==> config.mk <==
export PLATFORM = sky130hd
export DESIGN_NAME = counter_prescaled
export DESIGN_NICKNAME = d
export VERILOG_FILES = /design/src/rtl/counter_pkg.sv /design/src/rtl/counter_prescaler.sv /design/src/rtl/counter_prescaled.sv
export SDC_FILE = /design/constraint.sdc
export NUM_CORES = 1
export LEC_CHECK = 0
export ABC_AREA = 1
export CORE_MARGIN = 1
export CORE_UTILIZATION = 23
export DETAILED_ROUTE_END_ITERATION = 12
export GPL_TIMING_DRIVEN = 0
export HOLD_SLACK_MARGIN = 0.12
export PLACE_DENSITY = 0.46
export SLEW_MARGIN = 20
export SYNTH_ARGS = -nofsm -noshare
export SYNTH_HDL_FRONTEND = slang
export SYNTH_HIERARCHICAL = 1
export SYNTH_SLANG_ARGS = --single-unit
==> constraint.sdc <==
create_clock -name clk -period 4.6 [get_ports clk]
set_input_delay 0.92 -clock clk [delete_from_list [all_inputs] [get_ports clk]]
set_output_delay 0.92 -clock clk [all_outputs]
set_load 0.05 [all_outputs]
==> src/rtl/counter_pkg.sv <==
// Shared types and defaults for the prescaled counter family.
// Pure declarations; no logic, no latency, no flow control.
package counter_pkg;

  typedef enum logic [1:0] {
    MODE_WRAP    = 2'b00,
    MODE_SAT     = 2'b01,
    MODE_ONESHOT = 2'b10,
    MODE_RSVD    = 2'b11
  } mode_t;

  localparam int DIV_W_DEF = 27;
  localparam int WIDTH_DEF = 4;

endpackage

==> src/rtl/counter_prescaler.sv <==
// Programmable prescaler: step fires once per div_val+1 enabled cycles.
// Latency: step is combinational from the registered div_cnt; no backpressure, holds when enable=0.
module counter_prescaler
  import counter_pkg::*;
#(
  parameter int DIV_W = DIV_W_DEF
) (
  input  logic             clk,
  input  logic             reset,
  input  logic             enable,
  input  logic             clr,
  input  logic [DIV_W-1:0] div_val,
  output logic             step
);

  logic [DIV_W-1:0] div_cnt;

  // >= so that shrinking div_val mid-period steps immediately rather than running off to 2^DIV_W
  assign step = enable & (div_cnt >= div_val);

  always_ff @(posedge clk or negedge reset) begin
    if (!reset) begin
      div_cnt <= '0;
    end else if (clr || step) begin
      div_cnt <= '0;
    end else if (enable) begin
      div_cnt <= div_cnt + DIV_W'(1);
    end
  end

endmodule

==> src/rtl/counter_prescaled.sv <==
// Prescaled modulo counter with wrap/saturate/one-shot modes and synchronous load.
// Latency: cnt_val/tick/tc/done update one cycle after the step edge; no backpressure, load wins over step.
module counter_prescaled
  import counter_pkg::*;
#(
  parameter int WIDTH = WIDTH_DEF,
  parameter int DIV_W = DIV_W_DEF
) (
  input  logic             clk,
  input  logic             reset,
  input  logic             enable,
  input  logic             dir,
  input  logic [1:0]       mode,
  input  logic [DIV_W-1:0] div_val,
  input  logic [WIDTH-1:0] limit,
  input  logic             load,
  input  logic [WIDTH-1:0] load_val,
  output logic [WIDTH-1:0] cnt_val,
  output logic             tick,
  output logic             tc,
  output logic             done
);

  logic             step;
  logic             at_term;
  logic             frozen;
  logic [WIDTH-1:0] load_clamped;
  mode_t            mode_q;

  counter_prescaler #(
    .DIV_W (DIV_W)
  ) u_prescaler (
    .clk     (clk),
    .reset   (reset),
    .enable  (enable),
    .clr     (load),
    .div_val (div_val),
    .step    (step)
  );

  assign mode_q = mode_t'(mode);

  // Up-count uses >= so a limit lowered below cnt_val still terminates cleanly
  assign at_term      = dir ? (cnt_val == '0) : (cnt_val >= limit);
  assign frozen       = (mode_q == MODE_ONESHOT) && done;
  assign load_clamped = (load_val > limit) ? limit : load_val;

  always_ff @(posedge clk or negedge reset) begin
    if (!reset) begin
      cnt_val <= '0;
      tick    <= 1'b0;
      tc      <= 1'b0;
      done    <= 1'b0;
    end else if (load) begin
      cnt_val <= load_clamped;
      tick    <= 1'b0;
      tc      <= 1'b0;
      done    <= 1'b0;
    end else begin
      tick <= step;
      tc   <= 1'b0;
      if (step && !frozen) begin
        if (!at_term) begin
          cnt_val <= dir ? (cnt_val - WIDTH'(1)) : (cnt_val + WIDTH'(1));
        end else begin
          tc <= 1'b1;
          case (mode_q)
            MODE_SAT:     cnt_val <= cnt_val;
            MODE_ONESHOT: done    <= 1'b1;
            default:      cnt_val <= dir ? limit : '0;
          endcase
        end
      end
    end
  end

endmodule

==> qor.yml, run 1 <==
status: "finished, final reports clean"
synth_seq_cells: 34
synthCells: 447
finalSetupViolations: 0
cts_buffer_depth: 2
syn-mean-instance-area_sq_um: 7.26
syn_nets: 529
drc_errors: 0
die_x_um: 121
critical_path_required_ns: 4.82
drtIter0Drc: 90
critPathTopFamily: "simple AND/OR/NAND/NOR gates"
maxCapViolations: 0
hold_buffers: 0
p_per_area_mw_per_mm2: 232
clock-root-buffer: "clkbuf_16"
min_period_over_period_pct: 66.2
h-tree-depth: 2
synth_seq_area_share_pct: 26.2
power.total_w: 0.000955
dieArea_sq_mm: 0.0146
wl_per_cell_um: 11.1
gp_congestion: 0.783
min_path_type: "flop to flop"
dr.pass1.iters: 4
ir_drop_v: 0.000172
track_usage_pct: 11.4
finalCriticalPeriod_ns: 3.05
die-height_um: 121
syn_area_sq_mm: 0.00324
cp_max_fo: 6
arrival_ns: 3.26
worst_hold_slack_ns: 0.519
clock_latency_ns: 0.27
slew-limit-headroom_pct: 65.6
tightest_slew_ns: 0.514
insertedDiodeCount: 0
synth_warnings: 6
cp-start-kind: "primary input"
io_pins: 49
postCtsSetupRepairBufs: 0
fin_worst_skew_ns: 0.00466
fmax_ghz: 0.328
final_util_pct: 29.7
row_count: 43
cts_buffers: 5
routed_wl_um: 7540
rsz0062_at_grt: "no"
drv_slew: 0
crit_slowest_cell: "clkdlybuf4s50_1"
cp_num_buf_inv: 5
grt_pass1_wl_um: 13200
cp_cell_sequence: "clkdlybuf4s50_1, inv_1, ha_1, nand2_1, o21ai_0, nand2_1, nand3_1, nand2_1, nand3_1, nand2_1, inv_1, inv_1, a21oi_1, inv_1, nand2_1, nand2_4, nor2_1, nand2_1, nand2_1"
critPathKind: "primary input to flop"
clock-sinks: 34
grt_max_degree: 22
hold_viol: 0
start_util_pct: 23.5
grt_overflow: 0
port_buffers: 48
clkTransAtPathRegs_ns: 0.05
first_global_vias: 2888
area_delta_synth_final_pct: 26.7
cts_resized: 0
nNetsFinal: 585
cts_tree: "built"
ys_types: 35
antenna_left: 0
finalSetupTns_ns: 0
slowest_delay_ns: 0.45
path_common_cell: "nand2_1"
dp_hpwl_um: 6330
worst_setup_path_end_kind: "flop"
via_per_inst: 4.15
core_area_sq_mm: 0.0138
vias: 2830
drive_gt1_share_pct: 9.16
p_leak_nw: 2.08
antenna_found_initial: 0
[state kept, by name (all words and copies together), names as in the netlist]
name                 flops
u_prescaler/div_cnt     27
tc                       1
cnt_val                  4
tick                     1
done                     1
[cell families after synthesis]
family	count (synthesis)	share of synthesized area [%]
xor gates and xnor gates	21	5.90
buffers and inverters	85	10.8
DFF	34	26.2
AOI/OAI and AO/OA	21	3.97
and+or+nand+nor	246	37.5
adders and majority gates	40	15.7
[area by class of cell]
| class | instances | area [sq um] |
|---|---|---|
| well taps | 180 | 225 |
| multi-input cells | 328 | 2040 |
| inverters | 81 | 312 |
| plain buffers | 4 | 37.5 |
| clock buffers | 6 | 139 |
| repair buffers | 49 | 503 |
| fillers | 1478 | 9720 |
| flip-flops and latches | 34 | 851 |
[cell usage after synthesis, drive strengths merged]
master / instances / area [sq um]
buf: 4 / 37.5
nor2: 54 / 238
nand4: 13 / 96.3
nand2: 123 / 531
o21bai: 2 / 15.0
ha: 39 / 488
a21oi: 13 / 76.3
xnor2: 9 / 86.3
dfrtp: 34 / 851
inv: 81 / 312
and2: 1 / 6.26
a21o: 3 / 22.5
nand3b: 1 / 7.51
nor4: 1 / 6.26
xor2: 12 / 105
nor3: 13 / 92.6
nand3: 40 / 238
fa: 1 / 20.0
o21ai: 3 / 15.0
[placed cells by master (no fill, tap or decap), types with 3 or more instances in the layout]
| cell | count |
|---|---|
| nand2_1 | 111 |
| ha_1 | 39 |
| a21oi_1 | 12 |
| nand4_1 | 12 |
| nand2_2 | 6 |
| nand3_1 | 34 |
| dfrtp_1 | 34 |
| a21o_1 | 3 |
| o21ai_0 | 3 |
| xnor2_1 | 8 |
| nor3_1 | 10 |
| nand3_2 | 5 |
| inv_1 | 77 |
| clkbuf_16 | 5 |
| xor2_1 | 12 |
| nor2_4 | 4 |
| nor2_1 | 48 |
| nand2_4 | 5 |
| clkdlybuf4s50_1 | 47 |
[tightest hold or removal path: stages (launching register included)]
cell     delay [ns]
dfrtp_1        0.37
nand2_1        0.06
nand2_1        0.05
[per-stage QoR]
stage                     worst slack (ns)  instance area [sq um]  cells
after floorplan                       2.07                   3240    447
after global placement                1.25                   3950    675
after detailed placement              1.26                   3970    676
after CTS                             1.53                   4110    682
after global routing                  1.30                   4110    682
final                                 1.55                   4110    682
[layer usage]
layer  vias up  routed length [um]  GRT usage (%)
met1      1250                3670           14.3
met2        49                3510           19.6
met3         8                 253           1.70
li1       1523                   -              -
met4         0                 106           4.17
met5         -                   0              0
[power by group]
group	leakage (nW)	switching, W	internal (W)
combinational	1.54	0.000174	0.000129
clock	0.0688	0.000112	0.000209
sequential	0.467	0.0000201	0.000311
[path summary, 6_finish.rpt]
| check | startpoint | to | slack, ns | cells past startpoint |
|---|---|---|---|---|
| max in group asynchronous | reset | u_prescaler/div_cnt[21]$_DFFE_PN0P_ | 3.62 | 2 |
| setup reg to reg | u_prescaler/div_cnt[19]$_DFFE_PN0P_ | cnt_val[0]$_DFFE_PN0P_ | 2.23 | 15 |
| hold reg to reg | done$_DFFE_PN0P_ | done$_DFFE_PN0P_ | 0.52 | 2 |
| hold / removal | done$_DFFE_PN0P_ | done$_DFFE_PN0P_ | 0.52 | 2 |
| min in group asynchronous | reset | u_prescaler/div_cnt[0]$_DFFE_PN0P_ | 0.55 | 1 |
| setup / recovery | div_val[2] | cnt_val[0]$_DFFE_PN0P_ | 1.55 | 19 |
Power figures use the tool's default switching activity.
==> run 2, diff against run 1 <==
--- a/config.mk
+++ b/config.mk
@@ -11,7 +11,7 @@
 export DETAILED_ROUTE_END_ITERATION = 12
 export GPL_TIMING_DRIVEN = 0
 export HOLD_SLACK_MARGIN = 0.12
-export PLACE_DENSITY = 0.46
+export PLACE_DENSITY = 0.47
 export SLEW_MARGIN = 20
 export SYNTH_ARGS = -nofsm -noshare
 export SYNTH_HDL_FRONTEND = slang
==> constraint.sdc (replaced) <==
create_clock -name clk -period 2.8 [get_ports clk]
set_input_delay 0.56 -clock clk [delete_from_list [all_inputs] [get_ports clk]]
set_output_delay 0.56 -clock clk [all_outputs]
set_load 0.05 [all_outputs]
==> run 2 against run 1 <==
Effect of this change:
- core utilization is 0.18 points higher
- clock power rose by 62%
- sequential share of layout area shrank 0.13 points
- combinational power up 64%
- total power grew 63%
- clock skew fell by 0.00070 ns
==> qor.yml, run 2 (synthesis gave the netlist of run 1 again) <==
die-height_um: 121  # unchanged
design_area_sq_mm: 0.00414  # was 0.00411 sq mm
clock-sinks: 34  # unchanged
path_common_cell: "nand2_1"  # unchanged
largest_reg_flops: 27  # unchanged
tightest_slew_ns: 0.514  # about the same
dp_hpwl_um: 6210  # was 6330 um
switchingPower_w: 0.000512  # was 0.000306 W
vias: 2826  # was 2830
cp_max_fo: 6  # unchanged
fill_cells: 1483  # was 1478
finalSetupTns_ns: 0  # unchanged
wl_per_cell_um: 11.1  # about the same
cp-start-kind: "primary input"  # unchanged
insertedDiodeCount: 0  # unchanged
first_global_vias: 2920  # was 2888
cts_buffers: 5  # unchanged
drive_gt1_share_pct: 10.5  # was 9.16%
finalCriticalPeriod_ns: 2.56
slowest_delay_ns: 0.45  # about the same
status: "finished, final reports clean"  # unchanged
top_register: "u_prescaler/div_cnt"  # unchanged
p_per_area_mw_per_mm2: 377  # was 232 mW/mm^2
antenna_found_initial: 0  # unchanged
critical_path_required_ns: 3.01  # was 4.82 ns
p_leak_nw: 2.08  # about the same
ir_drop_v: 0.000216  # was 0.000172 V
maxCapViolations: 0  # unchanged
slew-limit-headroom_pct: 65.6  # about the same
port_buffers: 48  # unchanged
worst_setup_path_end_kind: "flop"  # unchanged
place_ws_ns: -0.210  # was 1.26 ns
drc_errors: 0  # unchanged
finalSetupViolations: 0  # unchanged
clock_latency_ns: 0.28  # was 0.27 ns
start_util_pct: 23.5  # unchanged
io_pins: 49  # unchanged
gp_congestion: 0.788  # was 0.783
antenna_left: 0  # unchanged
routed_wl_um: 7590  # was 7540 um
crit_slowest_cell: "clkdlybuf4s50_1"  # unchanged
cts_buffer_depth: 2  # unchanged
fmax_ghz: 0.391
clock-root-buffer: "clkbuf_16"  # unchanged
reg_top3: "u_prescaler/div_cnt (27), cnt_val (4)"  # unchanged
cts_tree: "built"  # unchanged
area_delta_synth_final_pct: 27.5  # was 26.7%
hold_viol: 0  # unchanged
critPathKind: "primary input to flop"  # unchanged
postCtsSetupRepairBufs: 0  # unchanged
fin_worst_skew_ns: 0.00395  # was 0.00466 ns
power.internal_w: 0.00105  # was 0.000649 W
seqPwrFrac_pct: 34.9  # was 34.6%
worst_slack_ns: 0.240  # was 1.55 ns
min_path_type: "primary input to async pin"  # was flop to flop
drv_slew: 0  # unchanged
track_usage_pct: 11.5  # was 11.4%
dr.pass1.iters: 5  # was 4
pwr-share-comb_pct: 31.9  # was 31.8%
hold_buffers: 0  # unchanged
final_cell_mix: "nand2_1, inv_1, clkdlybuf4s50_1"  # was nand2_1, inv_1, nor2_1
arrival_ns: 2.77  # was 3.26 ns
h-tree-depth: 2  # unchanged
clkTransAtPathRegs_ns: 0.05  # about the same
dieArea_sq_mm: 0.0146  # unchanged
placed_area_sq_mm: 0.00397  # unchanged
cp_num_buf_inv: 5  # unchanged
row_count: 43  # unchanged
worst_hold_slack_ns: 0.198  # was 0.519 ns
die_x_um: 121  # unchanged
clkPwrFrac_pct: 33.2  # was 33.5%
final_common_cell: "nand2_1"  # unchanged
nNetsFinal: 585  # unchanged
min_period_over_period_pct: 91.4
grt_max_degree: 22  # unchanged
critPathTopFamily: "simple AND/OR/NAND/NOR gates"  # unchanged
cp_cell_sequence: "clkdlybuf4s50_1, inv_1, ha_1, nand2_1, o21ai_0, nand2_1, nand3_1, nand2_1, nand3_2, nand2_2, inv_1, inv_1, a21oi_2, inv_2, nand2_2, nand2_4, nor2_1, nand2_1, nand2_1"  # was clkdlybuf4s50_1, inv_1, ha_1, nand2_1, o21ai_0, nand2_1, nand3_1, nand2_1, nand3_1, nand2_1, inv_1, inv_1, a21oi_1, inv_1, nand2_1, nand2_4, nor2_1, nand2_1, nand2_1
grt_pass1_wl_um: 13300  # was 13200 um
grt_overflow: 0  # unchanged
core_area_sq_mm: 0.0138  # unchanged
drtIter0Drc: 67  # was 90
p_sw_share_pct: 32.8  # was 32.1%
via_per_inst: 4.14  # was 4.15
[run 2: cell count changes in the layout (fill, tap and decap cells not counted), moves of 2 or more]
cell and delta:
nand2_2 +2, nor2_2 +2, nand2_1 -2, nor2_1 -2, clkbuf_1 +2
[run 2: layer usage]
layer / share of wire [%] / vias up / GRT usage (%) / routed length, um
met1: 49 / 1252 / 14.2 / 3750
met3: 3.4 / 6 / 2.22 / 259
met4: 1.5 / 0 / 3.86 / 113
li1: - / 1524 / - / -
met5: 0 / - / 0 / 0
met2: 46 / 44 / 19.9 / 3470
[run 2: final timing paths]
kind	cells after the start	slack, ns	to	startpoint
max in group asynchronous	2	2.17	tc$_DFF_PN0_	reset
setup reg to reg	15	0.54	cnt_val[0]$_DFFE_PN0P_	u_prescaler/div_cnt[18]$_DFFE_PN0P_
hold reg to reg	2	0.55	done$_DFFE_PN0P_	done$_DFFE_PN0P_
hold / removal	1	0.20	u_prescaler/div_cnt[0]$_DFFE_PN0P_	reset
min in group clk	2	0.55	done$_DFFE_PN0P_	done$_DFFE_PN0P_
setup / recovery	19	0.24	cnt_val[0]$_DFFE_PN0P_	div_val[2]
[run 2: per-stage QoR]
step	std cells	util (%)	total power, W
2_1_floorplan	447	-	0.000881
3_3_place_gp	675	28.6	0.00104
3_5_place_dp	676	28.7	0.00106
4_1_cts	683	29.7	0.00158
5_1_grt	683	29.9	0.00166
6_report	683	29.9	0.00156
[run 2: layout make-up]
| cell class | count | area, sq um | share of cell area, % |
|---|---|---|---|
| Multi-Input combinational cell | 328 | 2070 | 50.2 |
| Tap cell | 180 | 225 | 5.45 |
| Buffer | 4 | 37.5 | 0.908 |
| Sequential cell | 34 | 851 | 20.6 |
| Clock buffer | 7 | 133 | 3.21 |
| Timing Repair Buffer | 49 | 503 | 12.2 |
| Inverter | 81 | 312 | 7.53 |
[run 2: worst reg2reg max path: stages (launching register included)]
cell and delay, ns:
dfrtp_1 0.46, ha_1 0.36, nand4_1 0.11, nor3_1 0.27, nand3_1 0.13, nand3_2 0.12, nand2_2 0.08, inv_1 0.06
inv_1 0.05, a21oi_2 0.12, inv_2 0.07, nand2_2 0.08, nand2_4 0.07, nor2_1 0.11, nand2_1 0.06, nand2_1 0.05
[run 2: power by group through the flow]
stage | combinational [W] | sequential (W) | clock [W]
after floorplan | 0.000285 | 0.000596 | 0
after global placement | 0.000490 | 0.000554 | 0
after detailed placement | 0.000503 | 0.000552 | 0
after CTS | 0.000505 | 0.000545 | 0.000525
after global routing | 0.000561 | 0.000549 | 0.000553
final | 0.000498 | 0.000544 | 0.000518
[run 2: timing repair]
action | CTS | global route
endpoints found under the setup margin | 0 | 5
gates resized for setup | 0 | 8
hold endpoints to repair | 0 | 0
==> run 3, diff against run 2 <==
--- a/config.mk
+++ b/config.mk
@@ -12,7 +12,6 @@
 export GPL_TIMING_DRIVEN = 0
 export HOLD_SLACK_MARGIN = 0.12
 export PLACE_DENSITY = 0.47
-export SLEW_MARGIN = 20
 export SYNTH_ARGS = -nofsm -noshare
 export SYNTH_HDL_FRONTEND = slang
 export SYNTH_HIERARCHICAL = 1
==> run 3 against run 2 <==
Effect of this change:
- clock-buffer cell count up 1
- cell count unchanged
- global-route usage down 0.34 points
- worst hold slack better by 0.16 ns
- routed wire length down 2.4%
- critical path depth up 1
- maximum frequency up 1.2%
- total power up 4.7%
- final area about the same
- clock power up 15%
- first-iteration DRC count up 64%
- core utilization about the same
- highest routed layer unchanged
==> qor.yml, run 3 (synthesis gave the netlist of run 1 again) <==
critPathTopFamily: "simple AND/OR/NAND/NOR gates"  # unchanged
final_common_cell: "nand2_1"  # unchanged
via_per_inst: 4.11  # was 4.14
cp_max_fo: 6  # unchanged
maxCapViolations: 0  # unchanged
critical_path_required_ns: 3.02  # was 3.01 ns
finalSetupViolations: 0  # unchanged
drv_slew: 0  # unchanged
die-height_um: 121  # unchanged
insertedDiodeCount: 0  # unchanged
dp_cells: 675  # was 676
grt_pass1_wl_um: 13000  # was 13300 um
finalCriticalPeriod_ns: 2.53  # was 2.56 ns
clock-sinks: 34  # unchanged
routed_wl_um: 7410  # was 7590 um
antenna_left: 0  # unchanged
worst_hold_slack_ns: 0.355  # was 0.198 ns
fill_cells: 1460  # was 1483
design_area_sq_mm: 0.00414  # about the same
postCtsSetupRepairBufs: 0  # unchanged
min_path_type: "primary input to async pin"  # unchanged
cts_buffers: 5  # unchanged
crit_slowest_cell: "clkdlybuf4s50_1"  # unchanged
final_cell_mix: "nand2_1, inv_1, nor2_1, clkdlybuf4s50_1, ha_1"  # was nand2_1, inv_1, clkdlybuf4s50_1
cts_buffer_depth: 2  # unchanged
finalSetupTns_ns: 0  # unchanged
grt_max_degree: 35  # was 22
timing.rr.start: "u_prescaler/div_cnt[19]$_DFFE_PN0P_"  # was u_prescaler/div_cnt[18]$_DFFE_PN0P_
area_delta_synth_final_pct: 27.6  # was 27.5%
clock_latency_ns: 0.27  # was 0.28 ns
arrival_ns: 2.74  # was 2.77 ns
drc_errors: 0  # unchanged
reg_top3: "u_prescaler/div_cnt (27), cnt_val (4)"  # unchanged
slew-limit-headroom_pct: 49.2  # was 65.6%
hold_viol: 0  # unchanged
track_usage_pct: 11.1  # was 11.5%
vias: 2809  # was 2826
cts_tree: "built"  # unchanged
nNetsFinal: 584  # was 585
placed_area_sq_mm: 0.00394  # was 0.00397 sq mm
path_common_cell: "nand2_1"  # unchanged
min_period_over_period_pct: 90.3  # was 91.4%
core_area_sq_mm: 0.0138  # unchanged
clkTransAtPathRegs_ns: 0.05  # about the same
h-tree-depth: 2  # unchanged
die_x_um: 121  # unchanged
dr.pass1.iters: 4  # was 5
drtIter0Drc: 110  # was 67
startpoint: "div_val[10]"  # was div_val[2]
p_leak_nw: 2.09  # was 2.08 nW
fmax_ghz: 0.395  # was 0.391 GHz
gp_congestion: 0.788  # unchanged
dp_hpwl_um: 6160  # was 6210 um
regArea_sq_um: 851  # unchanged
worst_setup_path_end_kind: "flop"  # unchanged
power.total_w: 0.00163  # was 0.00156 W
status: "finished, final reports clean"  # unchanged
fin_worst_skew_ns: 0.00523  # was 0.00395 ns
cp_cell_sequence: "clkdlybuf4s50_1, inv_1, ha_1, nand2_1, nor2_1, and2_1, nand2_1, nand3_1, nand2_1, nand3_2, nand2_2, inv_1, inv_1, a21oi_2, inv_2, nand2_2, nand2_4, nor2_1, nand2_1, nand2_1"  # was clkdlybuf4s50_1, inv_1, ha_1, nand2_1, o21ai_0, nand2_1, nand3_1, nand2_1, nand3_2, nand2_2, inv_1, inv_1, a21oi_2, inv_2, nand2_2, nand2_4, nor2_1, nand2_1, nand2_1
start_util_pct: 23.5  # unchanged
cp-start-kind: "primary input"  # unchanged
hold_buffers: 0  # unchanged
multi_input_area_sq_mm: 0.00207  # about the same
port_buffers: 48  # unchanged
largest_reg_flops: 27  # unchanged
drive_gt1_share_pct: 10.7  # was 10.5%
critPathKind: "primary input to flop"  # unchanged
slowest_delay_ns: 0.45  # about the same
wl_per_cell_um: 10.9  # was 11.1 um
tightest_slew_ns: 0.761  # was 0.514 ns
p_per_area_mw_per_mm2: 395  # was 377 mW/mm^2
grt_overflow: 0  # unchanged
cp_num_buf_inv: 5  # unchanged
clock-root-buffer: "clkbuf_16"  # unchanged
ir_drop_v: 0.000210  # was 0.000216 V
antenna_found_initial: 0  # unchanged
top_register: "u_prescaler/div_cnt"  # unchanged
stdcell_count: 683  # unchanged
row_count: 43  # unchanged
first_global_vias: 2908  # was 2920
dieArea_sq_mm: 0.0146  # unchanged
io_pins: 49  # unchanged
==> run 3: cell count changes in the layout (fill, tap and decap cells not counted), sizes merged <==
| cell | previous run | this run |
|---|---|---|
| buf | 6 | 5 |
| clkbuf | 7 | 8 |
==> run 3: path summary, 6_finish.rpt <==
kind | endpoint | slack (ns) | cells past startpoint
setup / recovery | cnt_val[0]$_DFFE_PN0P_ | 0.27 | 20
hold / removal | u_prescaler/div_cnt[0]$_DFFE_PN0P_ | 0.35 | 1
setup reg to reg | cnt_val[0]$_DFFE_PN0P_ | 0.54 | 15
hold reg to reg | done$_DFFE_PN0P_ | 0.55 | 2
max in group asynchronous | u_prescaler/div_cnt[21]$_DFFE_PN0P_ | 1.95 | 1
min in group clk | done$_DFFE_PN0P_ | 0.55 | 2
==> run 3: final cells by class <==
| type | instances | share of cell area [%] |
|---|---|---|
| sequential | 34 | 20.6 |
| timing repair buffer | 48 | 11.5 |
| multi-input combinational | 328 | 50.1 |
| clock buffer | 8 | 4.02 |
| buffer | 4 | 0.907 |
| tap | 180 | 5.44 |
| inverter | 81 | 7.53 |
==> run 3: per-layer routing <==
layer	wire, um	share of wire (%)	vias to the layer above	global-route usage, %
met5	0	0	-	0
met4	47	0.63	0	3.47
met3	221	3.0	2	1.13
met2	3480	47	44	19.5
met1	3660	49	1237	14.3
li1	-	-	1526	-
==> run 3: metrics by stage <==
step           setup slack [ns]  utilization (%)
6_report                  0.270             29.9
5_1_grt                 -0.0136             29.9
4_1_cts                  0.0722             29.7
3_5_place_dp             -0.198             28.5
3_3_place_gp             -0.189             28.6
2_1_floorplan             0.631                -
==> run 3: report_power, final <==
part | total [W] | internal, W | switching [W]
logic | 0.000493 | 0.000209 | 0.000284
clock network | 0.000597 | 0.000402 | 0.000195
registers | 0.000543 | 0.000510 | 0.0000327
total | 0.00163 | 0.00112 | 0.000512
==> run 3: timing repair <==
item / in CTS / in global routing
resized for setup: 0 / 7
hold endpoints to repair: 0 / 0
endpoints found under the setup margin: 0 / 5
